`config.mk`:
```
export PLATFORM = sky130hd
export DESIGN_NAME = dvs_event_fifo
export DESIGN_NICKNAME = d
export VERILOG_FILES = /design/src/rtl/dvs_ravens_pkg.sv /design/src/rtl/dvs_fifo_bus_arbiter.sv /design/src/rtl/dvs_event_fifo.sv
export SDC_FILE = /design/constraint.sdc
export NUM_CORES = 1
export LEC_CHECK = 0
export ABC_AREA = 0
export BUFFER_PORTS_ARGS = -buffer_cell sky130_fd_sc_hd__buf_2
export CORE_UTILIZATION = 51
export DETAILED_ROUTE_END_ITERATION = 6
export PLACE_DENSITY = 0.75
export REMOVE_ABC_BUFFERS = 1
export SYNTH_ARGS = -nofsm -noshare
export SYNTH_HDL_FRONTEND = slang
export SYNTH_SLANG_ARGS = --single-unit
```
`constraint.sdc`:
```
create_clock -name clk -period 4.48 [get_ports clk]
set_clock_uncertainty 0.05 [all_clocks]
set_input_delay 0.448 -clock clk [delete_from_list [all_inputs] [get_ports clk]]
set_output_delay 0.448 -clock clk [all_outputs]
set_load 0.02 [all_outputs]
```
`src/rtl/dvs_ravens_pkg.sv`:
```
// dvs_ravens_pkg
// Shared definitions for the DVS-to-RAVENS event path.
//   EVENT_BITS             width of one decoded DVS event word
//   TIMESTAMP_US_BITS      microsecond timestamp field, event[TIMESTAMP_US_BITS-1:0]
//   DVS_FIFO_DEPTH_DEFAULT default number of entries in dvs_event_fifo
//   fifo_grant_state_t     states of the FIFO bus grant FSM
package dvs_ravens_pkg;

    localparam int TIMESTAMP_US_BITS      = 16;
    localparam int EVENT_BITS             = 32;
    localparam int DVS_FIFO_DEPTH_DEFAULT = 16;

    typedef enum logic [1:0] {
        IDLE       = 2'd0,
        GRANT_WAIT = 2'd1,
        GAP        = 2'd2
    } fifo_grant_state_t;

endpackage

```
`src/rtl/dvs_fifo_bus_arbiter.sv`:
```
// dvs_fifo_bus_arbiter
// Grant FSM for the FIFO bus. Issues a single one-cycle grant per read so
// that one consumer request pops exactly one event, then holds off for a
// short gap so the consumer can drop fifo_req before it could be granted again.
// Ports:
//   clk, rst     clock, asynchronous active-high reset
//   fifo_req     consumer ready for the next event
//   fifo_rd_en   consumer pop strobe
//   empty        FIFO holds no events
//   fifo_grant   one-cycle grant pulse (combinational from IDLE state)
//   pop          FIFO should pop its head entry on this edge
module dvs_fifo_bus_arbiter
    import dvs_ravens_pkg::*;
#(
    parameter int REGRANT_GAP = 2,
    parameter int RD_TIMEOUT  = 8
) (
    input  logic clk,
    input  logic rst,
    input  logic fifo_req,
    input  logic fifo_rd_en,
    input  logic empty,
    output logic fifo_grant,
    output logic pop
);

    localparam int TO_W  = $clog2(RD_TIMEOUT);
    localparam int GAP_W = $clog2(REGRANT_GAP) + 1;

    fifo_grant_state_t state_q, state_d;
    logic [TO_W-1:0]   toCnt_q, toCnt_d;
    logic [GAP_W-1:0]  gapCnt_q, gapCnt_d;

    // The grant leaves IDLE in the same cycle it is raised, which is what
    // keeps it from ever asserting in two consecutive cycles. The timeout
    // counter restarts on every grant, the gap counter on every pop.
    always_comb begin
        state_d    = state_q;
        toCnt_d    = toCnt_q;
        gapCnt_d   = gapCnt_q;
        fifo_grant = 1'b0;
        pop        = 1'b0;
        unique case (state_q)
            IDLE: begin
                if (fifo_req && !empty) begin
                    fifo_grant = 1'b1;
                    toCnt_d    = '0;
                    state_d    = GRANT_WAIT;
                end
            end
            GRANT_WAIT: begin
                if (fifo_rd_en && !empty) begin
                    pop      = 1'b1;
                    gapCnt_d = GAP_W'(REGRANT_GAP - 1);
                    state_d  = GAP;
                end else if (toCnt_q == TO_W'(RD_TIMEOUT - 1)) begin
                    state_d = IDLE;
                end else begin
                    toCnt_d = toCnt_q + TO_W'(1);
                end
            end
            GAP: begin
                if (gapCnt_q == '0) begin
                    state_d = IDLE;
                end else begin
                    gapCnt_d = gapCnt_q - GAP_W'(1);
                end
            end
            default: state_d = IDLE;
        endcase
    end

    always_ff @(posedge clk or posedge rst) begin
        if (rst) begin
            state_q  <= IDLE;
            toCnt_q  <= '0;
            gapCnt_q <= '0;
        end else begin
            state_q  <= state_d;
            toCnt_q  <= toCnt_d;
            gapCnt_q <= gapCnt_d;
        end
    end

endmodule

```
`src/rtl/dvs_event_fifo.sv`:
```
// dvs_event_fifo
// Circular FIFO buffering decoded DVS events from the camera front end and
// serving them over the req/grant/rd_en FIFO bus to the event-to-RAVENS stage.
// Writes arriving while full (with no same-cycle pop) are dropped and flagged
// by the sticky overflow output.
// Ports:
//   clk, rst     clock, asynchronous active-high reset
//   wr_en        front end presents an event this cycle
//   wr_event     event to store
//   fifo_req     consumer ready for next event
//   fifo_rd_en   consumer pop strobe
//   fifo_grant   one-cycle grant pulse
//   fifo_event   registered head event, valid the cycle after the pop
//   full, empty  occupancy flags
//   count        occupancy
//   overflow     sticky drop flag
//   drop_cnt     saturating dropped-write count (only with DVS_FIFO_DROP_CNT_EN)
// Optional feature macro: DVS_FIFO_DROP_CNT_EN adds the drop_cnt output.
module dvs_event_fifo
    import dvs_ravens_pkg::*;
#(
    parameter int DEPTH       = DVS_FIFO_DEPTH_DEFAULT,
    parameter int REGRANT_GAP = 2,
    parameter int RD_TIMEOUT  = 8
) (
    input  logic                       clk,
    input  logic                       rst,
    input  logic                       wr_en,
    input  logic [EVENT_BITS-1:0]      wr_event,
    input  logic                       fifo_req,
    input  logic                       fifo_rd_en,
    output logic                       fifo_grant,
    output logic [EVENT_BITS-1:0]      fifo_event,
    output logic                       full,
    output logic                       empty,
    output logic [$clog2(DEPTH):0]     count,
    output logic                       overflow
`ifdef DVS_FIFO_DROP_CNT_EN
    ,
    output logic [15:0]                drop_cnt
`endif
);

    localparam int PTR_W = $clog2(DEPTH);
    localparam int CNT_W = PTR_W + 1;

    logic [EVENT_BITS-1:0] mem_q [DEPTH];
    logic [PTR_W-1:0]      wrPtr_q, rdPtr_q;
    logic [CNT_W-1:0]      count_q, count_d;
    logic [EVENT_BITS-1:0] fifoEvent_q;
    logic                  overflow_q;
    logic                  pop;
    logic                  wrAccept;
    logic                  wrDrop;

    assign full  = (count_q == CNT_W'(DEPTH));
    assign empty = (count_q == '0);
    assign count = count_q;
    assign fifo_event = fifoEvent_q;
    assign overflow   = overflow_q;

    // A full FIFO still accepts a write when the head leaves on the same
    // edge; the pop reads the old head before the slot is overwritten.
    assign wrAccept = wr_en && (!full || pop);
    assign wrDrop   = wr_en && full && !pop;

    dvs_fifo_bus_arbiter #(
        .REGRANT_GAP (REGRANT_GAP),
        .RD_TIMEOUT  (RD_TIMEOUT)
    ) u_arbiter (
        .clk        (clk),
        .rst        (rst),
        .fifo_req   (fifo_req),
        .fifo_rd_en (fifo_rd_en),
        .empty      (empty),
        .fifo_grant (fifo_grant),
        .pop        (pop)
    );

    always_comb begin
        count_d = count_q;
        if (wrAccept && !pop) begin
            count_d = count_q + CNT_W'(1);
        end else if (!wrAccept && pop) begin
            count_d = count_q - CNT_W'(1);
        end
    end

    // Storage array is not reset; stale entries are never visible because
    // count and the pointers are.
    always_ff @(posedge clk) begin
        if (wrAccept) begin
            mem_q[wrPtr_q] <= wr_event;
        end
    end

    // Pointers wrap naturally because DEPTH is a power of two.
    always_ff @(posedge clk or posedge rst) begin
        if (rst) begin
            wrPtr_q     <= '0;
            rdPtr_q     <= '0;
            count_q     <= '0;
            fifoEvent_q <= '0;
            overflow_q  <= 1'b0;
        end else begin
            count_q <= count_d;
            if (wrAccept) begin
                wrPtr_q <= wrPtr_q + PTR_W'(1);
            end
            if (pop) begin
                fifoEvent_q <= mem_q[rdPtr_q];
                rdPtr_q     <= rdPtr_q + PTR_W'(1);
            end
            if (wrDrop) begin
                overflow_q <= 1'b1;
            end
        end
    end

`ifdef DVS_FIFO_DROP_CNT_EN
    logic [15:0] dropCnt_q;

    assign drop_cnt = dropCnt_q;

    always_ff @(posedge clk or posedge rst) begin
        if (rst) begin
            dropCnt_q <= '0;
        end else if (wrDrop && (dropCnt_q != 16'hFFFF)) begin
            dropCnt_q <= dropCnt_q + 16'd1;
        end
    end
`endif

endmodule
```
==> run_results.csv <==
group,metric,value,unit
cells_and_area,fin_util,58.85,%
cells_and_area,layout_commonest_cell,"edfxtp_1",
timing,post-route-min-period,3.120,ns
power_and_ir_drop,clockPowerShare,29.1,%
logic_synthesis,synthMuxAreaShare,16.53,%
drt,first_iter_violations,1129,
cells_and_area,layout-drive-gt1-share,29.89,%
logic_synthesis,synthArstFlopShare,9.381,%
global_routing,grt_max_degree,49,
critical_path,r2r-start,"u_arbiter.state_q[1]",
run_status,status,"completed",
critical_path,worstSetupEndpointType,"register",
clock_tree,clkSlewWorstSetupHoldPaths,0.06,ns
logic_synthesis,syn_avg_cell_area,21.80,um2
timing,period_share,69.63,%
placement,place_congestion,0.7498,
timing,setup_ws,1.361,ns
logic_synthesis,synth-xor-area-share,0.3634,%
timing,whs,0.005552,ns
power_and_ir_drop,swShare,29.70,%
clock_tree,cts_sinks,565,
placement,numPortBuffers,77,
logic_synthesis,synth_top_family_by_area,"multiplexers",
placement,placed_area,22880,um2
timing,tns,0,ns
cells_and_area,layout_common_cells,"512 x edfxtp_1, 128 x mux4_2, 77 x buf_2, 68 x mux2i_1, 55 x clkbuf_16",
logic_synthesis,ys_warn_count,0,
logic_synthesis,yosys.area_share.adder,0.9575,%
critical_path,reg2reg_slack,1.36,ns
clock_tree,htreeDepth,2,
clock_tree,root_buffer,"clkbuf_16",
floorplan,die_height,208.2,um
cells_and_area,stdcell_area,24680,um2
global_routing,antenna_found_initial,0,
timing,hold_violations,0,
power_and_ir_drop,leakagePower,8.205,nW
clock_tree,cts_buffer_depth,3,
critical_path,required,4.60,ns
logic_synthesis,syn_area,21690,um2
critical_path,path_class,"register to register",
timing,slew_headroom,19.04,%
power_and_ir_drop,vdd_drop_max,0.0003699,V
drt,avgRoutedWirePerCell,26.17,um
timing,max_freq,320.6,MHz
floorplan,die-width,208.2,um
drt,routed_wl,44.23,mm
placement,pre_cts_ws,1.365,ns
floorplan,fp.coreArea,41950,um2
critical_path,worstSetupStartpointType,"register",
logic_synthesis,synth_edf_count,512,
timing,slew_violations,0,
critical_path,critical_path.max_fanout,32,
drt,routed-via-count,10200,
placement,placedCellCount,1586,
cells_and_area,num_antenna_cells,0,
global_routing,grt_overflow_total,0,
critical_path,critPathArrivalTime,3.24,ns
logic_synthesis,syn-instance-count,995,
clock_tree,clock_latency,0.59,ns
hold_path,hold_path_class,"input port to async pin",
flow_run,maxCapViolCount,0,
logic_synthesis,ys.flop_type,"edfxtp_1",
logic_synthesis,ys_types,44,
drt,vias_per_cell,6.034,
power_and_ir_drop,p_int,10.96,mW
logic_synthesis,ys_seq_area_share,76.99,%
timing,rsz0062_at_grt,"no",
power_and_ir_drop,p_comb_share,25.9,%
critical_path,r2r_end,"mem_q[8][28]",
logic_synthesis,synth-seq-cells,565,
placement,dp_hpwl,25.20,mm
clock_tree,cts_tree,"yes",
floorplan,rows,75,
drt,drcViolationCount,0,
cells_and_area,nNetsFinal,1157,
floorplan,die-area,43360,um2
logic_synthesis,synth_compound_area_share,2.175,%
timing,setup-violations-final,0,
global_routing,grt_util_all_layers,20.93,%
power_and_ir_drop,power.switching,4.630,mW
floorplan,start_util,51.71,%
drt,drtPass1Iterations,5,
cells_and_area,area_delta_synth_final,13.79,%
power_and_ir_drop,total_power,15.59,mW
cells_and_area,final_cells,1690,
power_and_ir_drop,pwr-share-seq,45.0,%
global_routing,grt_pass1_vias,10560,
power_and_ir_drop,cellPowerDensity,631.7,nW/um2
clock_tree,cts-resized-gates,0,
global_routing,grt_pass1_wl,67.10,mm
logic_synthesis,synthSimpleGateAreaFrac,1.644,%
clock_tree,cts-buffers-inserted,55,
clock_tree,cts_hold_buf,0,
timing,worstMarginPinSlew,1.211,ns
floorplan,io_pins,78,
clock_tree,post_cts_buffers,0,
drt,ant_nets,0,
critical_path,worstRegToRegCells,6,
-- how the worst max path moves through the flow --
stage	from	to	slack [ns]	cells past startpoint
after floorplan	rdPtr_q[2]	fifo_event[18]	-1.65	3
after global placement	count[3]	count[4]	1.40	9
after detailed placement	u_arbiter.state_q[1]	mem_q[13][11]	1.36	6
after CTS	u_arbiter.state_q[1]	mem_q[8][28]	1.34	6
after global routing	u_arbiter.state_q[1]	mem_q[8][27]	1.14	6
final	u_arbiter.state_q[1]	mem_q[8][28]	1.36	6
-- synthesized netlist by cell type (2+ instances only) --
library cell / instances / share of area (%)
a21boi_0: 2 / 0.069
a21o_1: 2 / 0.069
a21oi_1: 3 / 0.069
buf_1: 12 / 0.21
buf_2: 25 / 0.58
clkbuf_1: 14 / 0.24
dfrtp_1: 53 / 6.1
edfxtp_1: 512 / 71
ha_1: 15 / 0.87
inv_1: 14 / 0.24
mux2_2: 2 / 0.10
mux2i_1: 68 / 3.1
mux4_2: 128 / 13
nand2_1: 48 / 0.83
nand2b_1: 3 / 0.087
nand3_1: 2 / 0.046
nor2_1: 19 / 0.33
nor3_1: 4 / 0.092
o2111ai_1: 2 / 0.081
o21ai_0: 5 / 0.12
o221ai_1: 32 / 1.3
xnor2_1: 8 / 0.32
-- state kept, by name, indices dropped and copies added (netlist names) --
register            cells
count                   5
fifo_event             32
mem_q                 512
overflow                1
rdPtr_q                 4
u_arbiter.gapCnt_q      2
u_arbiter.state_q       2
u_arbiter.toCnt_q       3
wrPtr_q                 4
-- logic make-up after synthesis --
family	after synthesis
flip-flops	565
multiplexers	198
AND/OR/NAND/NOR	83
buffers and inverters	67
AO/OA/AOI/OAI	57
adder cells (fa/ha/maj)	16
XOR/XNOR	9
-- power by group through the flow --
stage / Clock [mW] / Combinational [mW] / Sequential, mW
final: 4.54 / 4.04 / 7.02
after global routing: 4.81 / 4.35 / 7.09
after CTS: 4.60 / 4.11 / 7.03
after detailed placement: 0 / 4.06 / 7.12
after global placement: 0 / 3.98 / 7.09
after floorplan: 0 / 2.70 / 7.46
-- layout make-up --
cell class,instances,area [um2]
sequential,565,16710
tap,539,674.4
timing repair buffer,104,625.6
inverter,15,56.30
fill,2838,17260
clock inverter,22,193.9
multi-input combinational,363,4813
clock buffer,82,1608
-- routing by layer --
| metal | wire length, um | track usage (%) | up-vias |
|---|---|---|---|
| li1 | - | - | 4354 |
| met1 | 18810 | 30.77 | 5430 |
| met2 | 21880 | 33.12 | 367 |
| met3 | 3031 | 4.121 | 46 |
| met4 | 505 | 4.112 | 0 |
| met5 | 0 | 0 | - |
-- worst max-delay path, cell delays in order, from the launching register on --
cell and delay, ns:
dfrtp_1 0.38, inv_1 0.10, ha_1 0.25, and2_1 0.17, o31a_1 0.43, nand2_1 0.33
nor2_4 0.98
No activity file was read; power rests on OpenSTA's default activity.
